<file path="src/rtl/mem_access_pkg.sv">
`default_nettype none
// ============================================================================
// Module      : mem_access_pkg
// Description : Shared definitions for the memory-access stage. Holds the
//               opcode encodings of ir[31:16], the stage FSM state
//               encodings, the default bus timeout and the counter width.
// Revision    : 1.0 - initial release
// ============================================================================
package mem_access_pkg;

    // Opcode field values (ir[31:16]).
    localparam logic [15:0] zNOP  = 16'h0000;
    localparam logic [15:0] zADD  = 16'h0001;
    localparam logic [15:0] zSUB  = 16'h0002;
    localparam logic [15:0] zLD   = 16'h0010;
    localparam logic [15:0] zST   = 16'h0011;
    localparam logic [15:0] zPUSH = 16'h0012;
    localparam logic [15:0] zPOP  = 16'h0013;

    // Stage FSM states.
    typedef enum logic [1:0] {
        S_IDLE = 2'd0,
        S_BUS  = 2'd1,
        S_HOLD = 2'd2
    } state_t;

    // Default bus timeout in cycles; the counter must hold up to 1023.
    localparam int TIMEOUT_DEFAULT = 255;
    localparam int CNT_W           = 10;

endpackage : mem_access_pkg
`default_nettype wire

</file>
<file path="src/rtl/mem_access.sv">
`default_nettype none
// ============================================================================
// Module      : mem_access
// Description : Memory-access pipeline stage after the ALU. LD/POP issue a
//               word read, ST/PUSH a word write on the data bus; all other
//               instructions pass through in one registered cycle. Results
//               leave on a valid/ready handshake; a hung bus transaction is
//               aborted after TIMEOUT request cycles.
// Ports       : clk, rst               - clock, synchronous active-high reset
//               in_valid/in_ready      - upstream handshake
//               ir, alu_dr, st_data    - instruction, ALU result, store data
//               mem_req/we/addr/wdata  - data bus request side
//               mem_ack/mem_rdata      - data bus response side
//               out_valid/out_ready    - writeback handshake
//               out_ir/alu/mem         - result payload
//               bus_err, align_err     - timeout abort / misaligned address
// Revision    : 1.0 - initial release
// ============================================================================
module mem_access
    import mem_access_pkg::*;
#(
    parameter int TIMEOUT = TIMEOUT_DEFAULT
) (
    input  logic        clk,
    input  logic        rst,
    input  logic        in_valid,
    output logic        in_ready,
    input  logic [31:0] ir,
    input  logic [31:0] alu_dr,
    input  logic [31:0] st_data,
    output logic        mem_req,
    output logic        mem_we,
    output logic [31:0] mem_addr,
    output logic [31:0] mem_wdata,
    input  logic        mem_ack,
    input  logic [31:0] mem_rdata,
    output logic        out_valid,
    input  logic        out_ready,
    output logic [31:0] out_ir,
    output logic [31:0] out_alu,
    output logic [31:0] out_mem,
    output logic        bus_err,
    output logic        align_err
);

    localparam logic [CNT_W-1:0] c_cnt_last = CNT_W'(TIMEOUT - 1);

    // Returns {is_mem, is_write, is_pop}.
    function automatic logic [2:0] mem_kind(input logic [31:0] i_ir);
        logic [2:0] k;
        k = 3'b000;
        unique case (i_ir[31:16])
            zLD:     k = 3'b100;
            zPOP:    k = 3'b101;
            zST:     k = 3'b110;
            zPUSH:   k = 3'b110;
            default: k = 3'b000;
        endcase
        return k;
    endfunction

    state_t           r_state;
    logic [CNT_W-1:0] r_cnt;
    logic             r_req;
    logic             r_we;
    logic [31:0]      r_addr;
    logic [31:0]      r_wdata;
    logic             r_out_valid;
    logic [31:0]      r_out_ir;
    logic [31:0]      r_out_alu;
    logic [31:0]      r_out_mem;
    logic             r_bus_err;
    logic             r_align_err;

    logic [2:0]       w_kind;
    logic [31:0]      w_ea;
    logic             w_in_ready;
    logic             w_accept;

    assign w_kind     = mem_kind(ir);
    // The ALU hands POP the already-incremented SP; the popped word sits below it.
    assign w_ea       = w_kind[0] ? (alu_dr - 32'd4) : alu_dr;
    assign w_in_ready = (r_state == S_IDLE) && (!r_out_valid || out_ready);
    assign w_accept   = in_valid && w_in_ready;

    always_ff @(posedge clk) begin
        if (rst) begin
            r_state     <= S_IDLE;
            r_cnt       <= '0;
            r_req       <= 1'b0;
            r_we        <= 1'b0;
            r_addr      <= '0;
            r_wdata     <= '0;
            r_out_valid <= 1'b0;
            r_out_ir    <= '0;
            r_out_alu   <= '0;
            r_out_mem   <= '0;
            r_bus_err   <= 1'b0;
            r_align_err <= 1'b0;
        end else begin
            case (r_state)
                S_IDLE: begin
                    if (r_out_valid && out_ready) begin
                        r_out_valid <= 1'b0;
                    end
                    if (w_accept) begin
                        // Any previous result is consumed this edge, so the
                        // output payload registers are free to take the new one.
                        r_out_ir  <= ir;
                        r_out_alu <= alu_dr;
                        r_out_mem <= '0;
                        r_bus_err <= 1'b0;
                        if (w_kind[2]) begin
                            r_align_err <= |w_ea[1:0];
                            r_req       <= 1'b1;
                            r_we        <= w_kind[1];
                            r_addr      <= {w_ea[31:2], 2'b00};
                            r_wdata     <= st_data;
                            r_cnt       <= '0;
                            r_state     <= S_BUS;
                        end else begin
                            r_align_err <= 1'b0;
                            r_out_valid <= 1'b1;
                        end
                    end
                end
                S_BUS: begin
                    if (mem_ack) begin
                        r_req       <= 1'b0;
                        r_out_mem   <= r_we ? 32'd0 : mem_rdata;
                        r_bus_err   <= 1'b0;
                        r_out_valid <= 1'b1;
                        r_state     <= S_HOLD;
                    end else if (r_cnt == c_cnt_last) begin
                        r_req       <= 1'b0;
                        r_out_mem   <= '0;
                        r_bus_err   <= 1'b1;
                        r_out_valid <= 1'b1;
                        r_state     <= S_HOLD;
                    end else begin
                        r_cnt <= r_cnt + 1'b1;
                    end
                end
                S_HOLD: begin
                    if (out_ready) begin
                        r_out_valid <= 1'b0;
                        r_state     <= S_IDLE;
                    end
                end
                default: r_state <= S_IDLE;
            endcase
        end
    end

    assign in_ready  = w_in_ready;
    assign mem_req   = r_req;
    assign mem_we    = r_we;
    assign mem_addr  = r_addr;
    assign mem_wdata = r_wdata;
    assign out_valid = r_out_valid;
    assign out_ir    = r_out_ir;
    assign out_alu   = r_out_alu;
    assign out_mem   = r_out_mem;
    assign bus_err   = r_bus_err;
    assign align_err = r_align_err;

endmodule : mem_access
`default_nettype wire

</file>
<file path="config.mk">
export PLATFORM = sky130hd
export DESIGN_NAME = mem_access
export DESIGN_NICKNAME = d
export VERILOG_FILES = /design/src/rtl/mem_access_pkg.sv /design/src/rtl/mem_access.sv
export SDC_FILE = /design/constraint.sdc
export NUM_CORES = 1
export LEC_CHECK = 0
export BUFFER_PORTS_ARGS = -buffer_cell sky130_fd_sc_hd__buf_4
export CELL_PAD_IN_SITES_DETAIL_PLACEMENT = 1
export CELL_PAD_IN_SITES_GLOBAL_PLACEMENT = 2
export CORE_UTILIZATION = 24
export CTS_BUF_LIST = sky130_fd_sc_hd__clkbuf_2
export DETAILED_ROUTE_END_ITERATION = 10
export PLACE_DENSITY = 0.84
export SLEW_MARGIN = 0
export SYNTH_ARGS = -nofsm -noshare
export SYNTH_HDL_FRONTEND = slang
export SYNTH_SLANG_ARGS = --single-unit
</file>
<file path="constraint.sdc">
create_clock -name clk -period 2.2 [get_ports clk]
set_input_delay 0.55 -clock clk [delete_from_list [all_inputs] [get_ports clk]]
set_output_delay 0.55 -clock clk [all_outputs]
set_load 0.05 [all_outputs]
</file>
# Yosys cells after proc, flatten, opt, wreduce, memory -nomap -nowiden
# Index checks and enable logic that the tools add are counted.
[word_totals] reg_bits=175 in_bits=133 out_inout_bits=166
[classes] addsub=2 n_eq_ne=13 mux=34 reduce_logical=17
[ops] op="two-way mux 32 bit" count=5
[ops] op="equality test 16 x 5 -> 1 bit (second input constant)" count=4
[ops] op="case mux 32 bit (2 select lines)" count=1
[ops] op="two-way mux 10 bit" count=4
[ops] op="subtractor 32 x 3 -> 32 bit (second input constant)" count=1
[ops] op="case mux 10 bit (2 select lines)" count=1
[ops] op="two-way mux 1 bit" count=13
[ops] op="adder 10 x 1 -> 10 bit (second input constant)" count=1
[ops] op="equality test 10 x 8 -> 1 bit (second input constant)" count=1
[ops] op="two-way mux 2 bit" count=5
[ops] op="inequality test 2 bit (second input constant)" count=5
[ops] op="case mux 3 bit (3 select lines)" count=1
[ops] op="AND reduction 3 bit" count=3
[ops] op="AND reduction 4 bit" count=2
[ops] op="case mux 2 bit (3 select lines)" count=1
[ops] op="AND reduction 5 bit" count=1
[ops] op="case mux 1 bit (2 select lines)" count=2
[ops] op="OR reduction 2 bit" count=2
[ops] op="logical AND 1 bit" count=3
[ops] op="inequality test 3 bit (second input constant)" count=1
[ops] op="case mux 1 bit (3 select lines)" count=1
[ops] op="nonzero test 3 bit" count=1
[ops] op="equality test 2 x 1 -> 1 bit (second input constant)" count=1
[ops] op="equality test 2 bit (second input constant)" count=1
[ops] op="5 further kinds" count=5

# Depth between registers and ports, before layout
[logic_depth] word_depth=6 mapped_depth=10 ltp_nobuf=7

# Worst setup path after synthesis
# Ideal clock, no wire load.
[synth_path] path_type="input to register" from="in ir[27]" to="reg r_cnt[5]" setup_ps=69 t_arrival_ps=2094 slack_ps=37 stages=7 path_cell_list="nor4_2 -> and4_1 -> buf_4 -> a21boi_2 -> buf_6 -> or4b_1 -> o21ai_1"
[synth_between] elab_chain_cells=5
[synth_rtl] element="start: declaration" line_no="mem_access.sv:28" text="input logic [31:0] ir,"
[synth_rtl] element="equality test 16 x 5 -> 1 bit" line_no="mem_access.sv:52" text="unique case (i_ir[31:16])"
[synth_rtl] element="OR reduction 2 bit (no source line)"
[synth_rtl] element="case mux 3 bit (3 select lines) (*)" line_no="mem_access.sv:52"
[synth_rtl] element="inequality test 2 bit (no source line) (*)"
[synth_rtl] element="AND reduction 5 bit (no source line) (*)"
[synth_rtl] element="end signal: assignment" line_no="mem_access.sv:141" text="r_cnt <= r_cnt + 1'b1;"
[synth_rtl] element="end: declaration" line_no="mem_access.sv:63" text="logic [CNT_W-1:0] r_cnt;"
# Every way passes the cells marked *; elsewhere a longest branch is shown, timed or not.
# A chain may end at the register's enable or synchronous reset.

# Worst setup path in the final report
[layout_path] from="reg r_state[1]" to="out in_ready"
[layout_between] elab_chain_cells=2
[layout_rtl] element="start: declaration" line_no="mem_access.sv:62" text="state_t r_state;"
[layout_rtl] element="start signal: assignment" line_no="mem_access.sv:88" text="r_state <= S_IDLE;"
[layout_rtl] element="start signal: assignment" line_no="mem_access.sv:120" text="r_state <= S_BUS;"
[layout_rtl] element="start signal: assignment" line_no="mem_access.sv:133" text="r_state <= S_HOLD;"
[layout_rtl] element="zero test 2 bit" line_no="mem_access.sv:83" text="assign w_in_ready = (r_state == S_IDLE) && (!r_out_valid || out_ready);"
[layout_rtl] element="logical AND 1 bit" line_no="mem_access.sv:83"
[layout_rtl] element="end: declaration" line_no="mem_access.sv:27" text="output logic in_ready,"
# No other way between the ends.

==> metrics.md <==
| Metric | Value |
|---|---|
| Main synth FF type | dfxtp_1 |
| Root buffer cell | clkbuf_2 |
| Top post-synthesis cells by area | dfxtp_1 (48%), nand2_1 (12%), a21oi_1 (9.6%), xnor2_1 (3.0%), nand3_1 (2.8%) |
| Clock latency on the worst-skew pair | 780 ps |
| Number of H-tree levels | 4 |
| Sequential area share after synthesis | 48.3% |
| Hold Path Class | in -> reg |
| Global route total overflow | 0 |
| Crit path kind | reg -> out |
| Vias after detailed routing | 8139 |
| Area leader, netlist | dfxtp_1 |
| Hold WS | 164 ps |
| Total CTS buffers | 17 |
| Adder-Cell Fraction of Synth Area | 1.38% |
| Antenna viol nets, final | 0 |
| EDFF count, synth | 0 |
| Post-synthesis compound-gate area fraction | 16.0% |
| Period utilisation layout | 100% |
| First-pass GRT wire length | 45800 µm |
| Row cnt | 63 |
| Most common cell in the synthesized netlist | nand2_1 |
| Post-synth ARST share | 0% |
| Final min period | 2200 ps |
| DRC viols | 0 |
| CP required | 1650 ps |
| Leakage power | 4.82 nW |
| Multiplexer share of the synthesized area | 0.276% |
| Reg2reg start | r_state[1] |
| Post-Route Skew | 44.2 ps |
| Setup TNS | -2.08 ps |
| Met2 usage | 31.4% |
| Max_cap viols | 0 |
| Yosys reg bits | 175 |
| Startpoint types | register |
| Cell Area, Synth | 7250 µm² |
| CTS sink cnt | 175 |
| Avg Vias per Cell | 4.68 |
| Failing checks | setup timing |
| Final Cell Area | 11800 µm² |
| Layout cell share with drive strength beyond 1 | 31.8% |
| R2R setup slack | 100 ps |
| Die height | 176 µm |
| Pwr dens | 529 nW/µm² |
| CTS tree | yes |
| Grt met3 use | 5.17% |
| Drt pass-1 iters | 4 |
| Die area | 30900 µm² |
| Count of final setup violators | 1 |
| Largest family of logic cells by synthesized area | simple AND/OR/NAND/NOR gates |
| Min-delay src | alu_dr[6] |
| Crit. Startpoint | r_state[1] |
| Vias in the first global route | 8505 |
| Endpoint arrival time on the critical path | 1650 ps |
| Initial Utilization | 24.5% |
| Status | complete, but fails checks |
| Final worst slack | -2.08 ps |
| Routed WL | 30200 µm |
| GPL Wtd Cong | 0.816 |
| Initial antenna violation count | 2 |
| Clock-pin slew on the worst setup and hold paths | 280 ps |
| Avg WL per Cell | 17.4 µm |
| Commonest cells post-synth | nand2_1 (238), dfxtp_1 (175), a21oi_1 (139) |
| Pin count of the biggest net entering global routing | 66 |
| # nets final | 1473 |
| Most Crowded Layer GR | met2 |
| Placed Area | 10200 µm² |
| Iteration-0 DRC Markers | 242 |
| CP endpoint kind | primary output |
| GRT Resource Usage Total | 18.9% |
| VDD IR max | 244 µV |
| Final Util | 40.0% |
| Simple-Gate Fraction of Synth Area | 26.4% |
| Boundary Pins | 299 |
| Final Max Tran Viols | 0 |
| Cells after synthesis | 895 |
| Synth Warn # | 0 |
| Synth cell types | 61 |
| M1 GR Usage | 21.8% |
| Max frequency | 0.454 GHz |
| Die W | 176 µm |
| HPWL Detailed | 20400 µm |
| Post-Syn Area per Cell | 8.10 µm² |
| Total chip power | 0.00627 W |
| Layout overhead on the synthesized area | 63.5% |
| Crit-path max FO | 2 |
| Clock Tree Buf Depth | 2 |
| Post-synthesis xor/xnor area fraction | 3.14% |
| I/O Buffers | 296 |
| Hold Fails Final Rpt | 0 |
| RSZ-0062 raised after global routing | true |
| Top cell type's share of synthesized area | 48.3% |
| Core area | 29600 µm² |
-- worst max-delay path: stages, from the launching register on --
cell     delay, ps
dfxtp_2        400
inv_2           80
ha_4           140
nor2b_4        140
buf_8          150
-- layout make-up --
type / count / area, µm²
clock buffers: 19 / 95.1
multi-input cells: 646 / 3500
well taps: 390 / 488
repair buffers: 484 / 4070
fillers: 3558 / 17800
clock inverters: 13 / 154
inverters: 8 / 30.0
diodes: 3 / 7.51
flip-flops and latches: 175 / 3510
-- kinds of logic (layout without fill, tap and decap cells) --
family / count (synthesis) / after routing
xor gates and xnor gates: 26 / 26
other: 1 / 5
DFF: 175 / 175
muxes: 2 / 2
AOI/OAI and AO/OA: 198 / 198
and+or+nand+nor: 410 / 410
adders and majority gates: 8 / 8
buffers and inverters: 75 / 524
-- timing repair --
action | CTS | global route
pin swaps | 1 | 2
gates cloned | 0 | 1
setup endpoints to repair | 2 | 37
setup buffers | 6 | 2
resized for setup | 12 | 6
hold buffers | 122 | 0
endpoints found under the hold margin | 124 | 0
-- state kept, by name, summed over array words and instances (netlist names) --
signal	count
out_valid	1
align_err	1
out_alu	32
mem_wdata	32
r_cnt	10
out_mem	32
mem_req	1
out_ir	32
bus_err	1
r_state	2
mem_we	1
mem_addr	30
-- per-stage QoR --
step,worst slack (ps),std cells
after floorplan,37.3,896
after detailed placement,-136,1572
after global placement,-108,1572
after CTS,-120,1732
final,-2.08,1738
after global routing,-170,1737
-- final timing paths --
check                     end  cells after the start
setup / recovery     in_ready                      4
hold / removal     out_alu[6]                      4
setup reg to reg     r_cnt[5]                     10
hold reg to reg   out_alu[31]                      2
-- cell usage in the layout, fill, tap and decap left out, drive strengths merged, types with 8 or more instances in the layout --
| master | netlist | final |
|---|---|---|
| a21oi | 140 | 140 |
| dfxtp | 175 | 175 |
| buf | 25 | 361 |
| inv | 8 | 13 |
| dlygate4sd3 | 0 | 122 |
| nor2 | 40 | 40 |
| nor3 | 18 | 18 |
| ha | 8 | 8 |
| xnor2 | 25 | 25 |
| nor4 | 22 | 22 |
| clkbuf | 42 | 20 |
| nand2 | 238 | 238 |
| a211oi | 30 | 30 |
| nand3 | 42 | 42 |
-- metal layers --
layer  wire [µm]  share of wire, %
met5           0                 0
met4        1330               4.4
met3        1640               5.4
met2       14600                48
met1       12700                42
-- power by group --
part | leakage [nW] | internal, W | total (W) | switching [W]
Clock | 0.152 | 0.000560 | 0.00181 | 0.00125
Combinational | 3.25 | 0.000509 | 0.00117 | 0.000660
Sequential | 1.42 | 0.00325 | 0.00329 | 0.0000387
No activity file was read; power rests on OpenSTA's default activity.
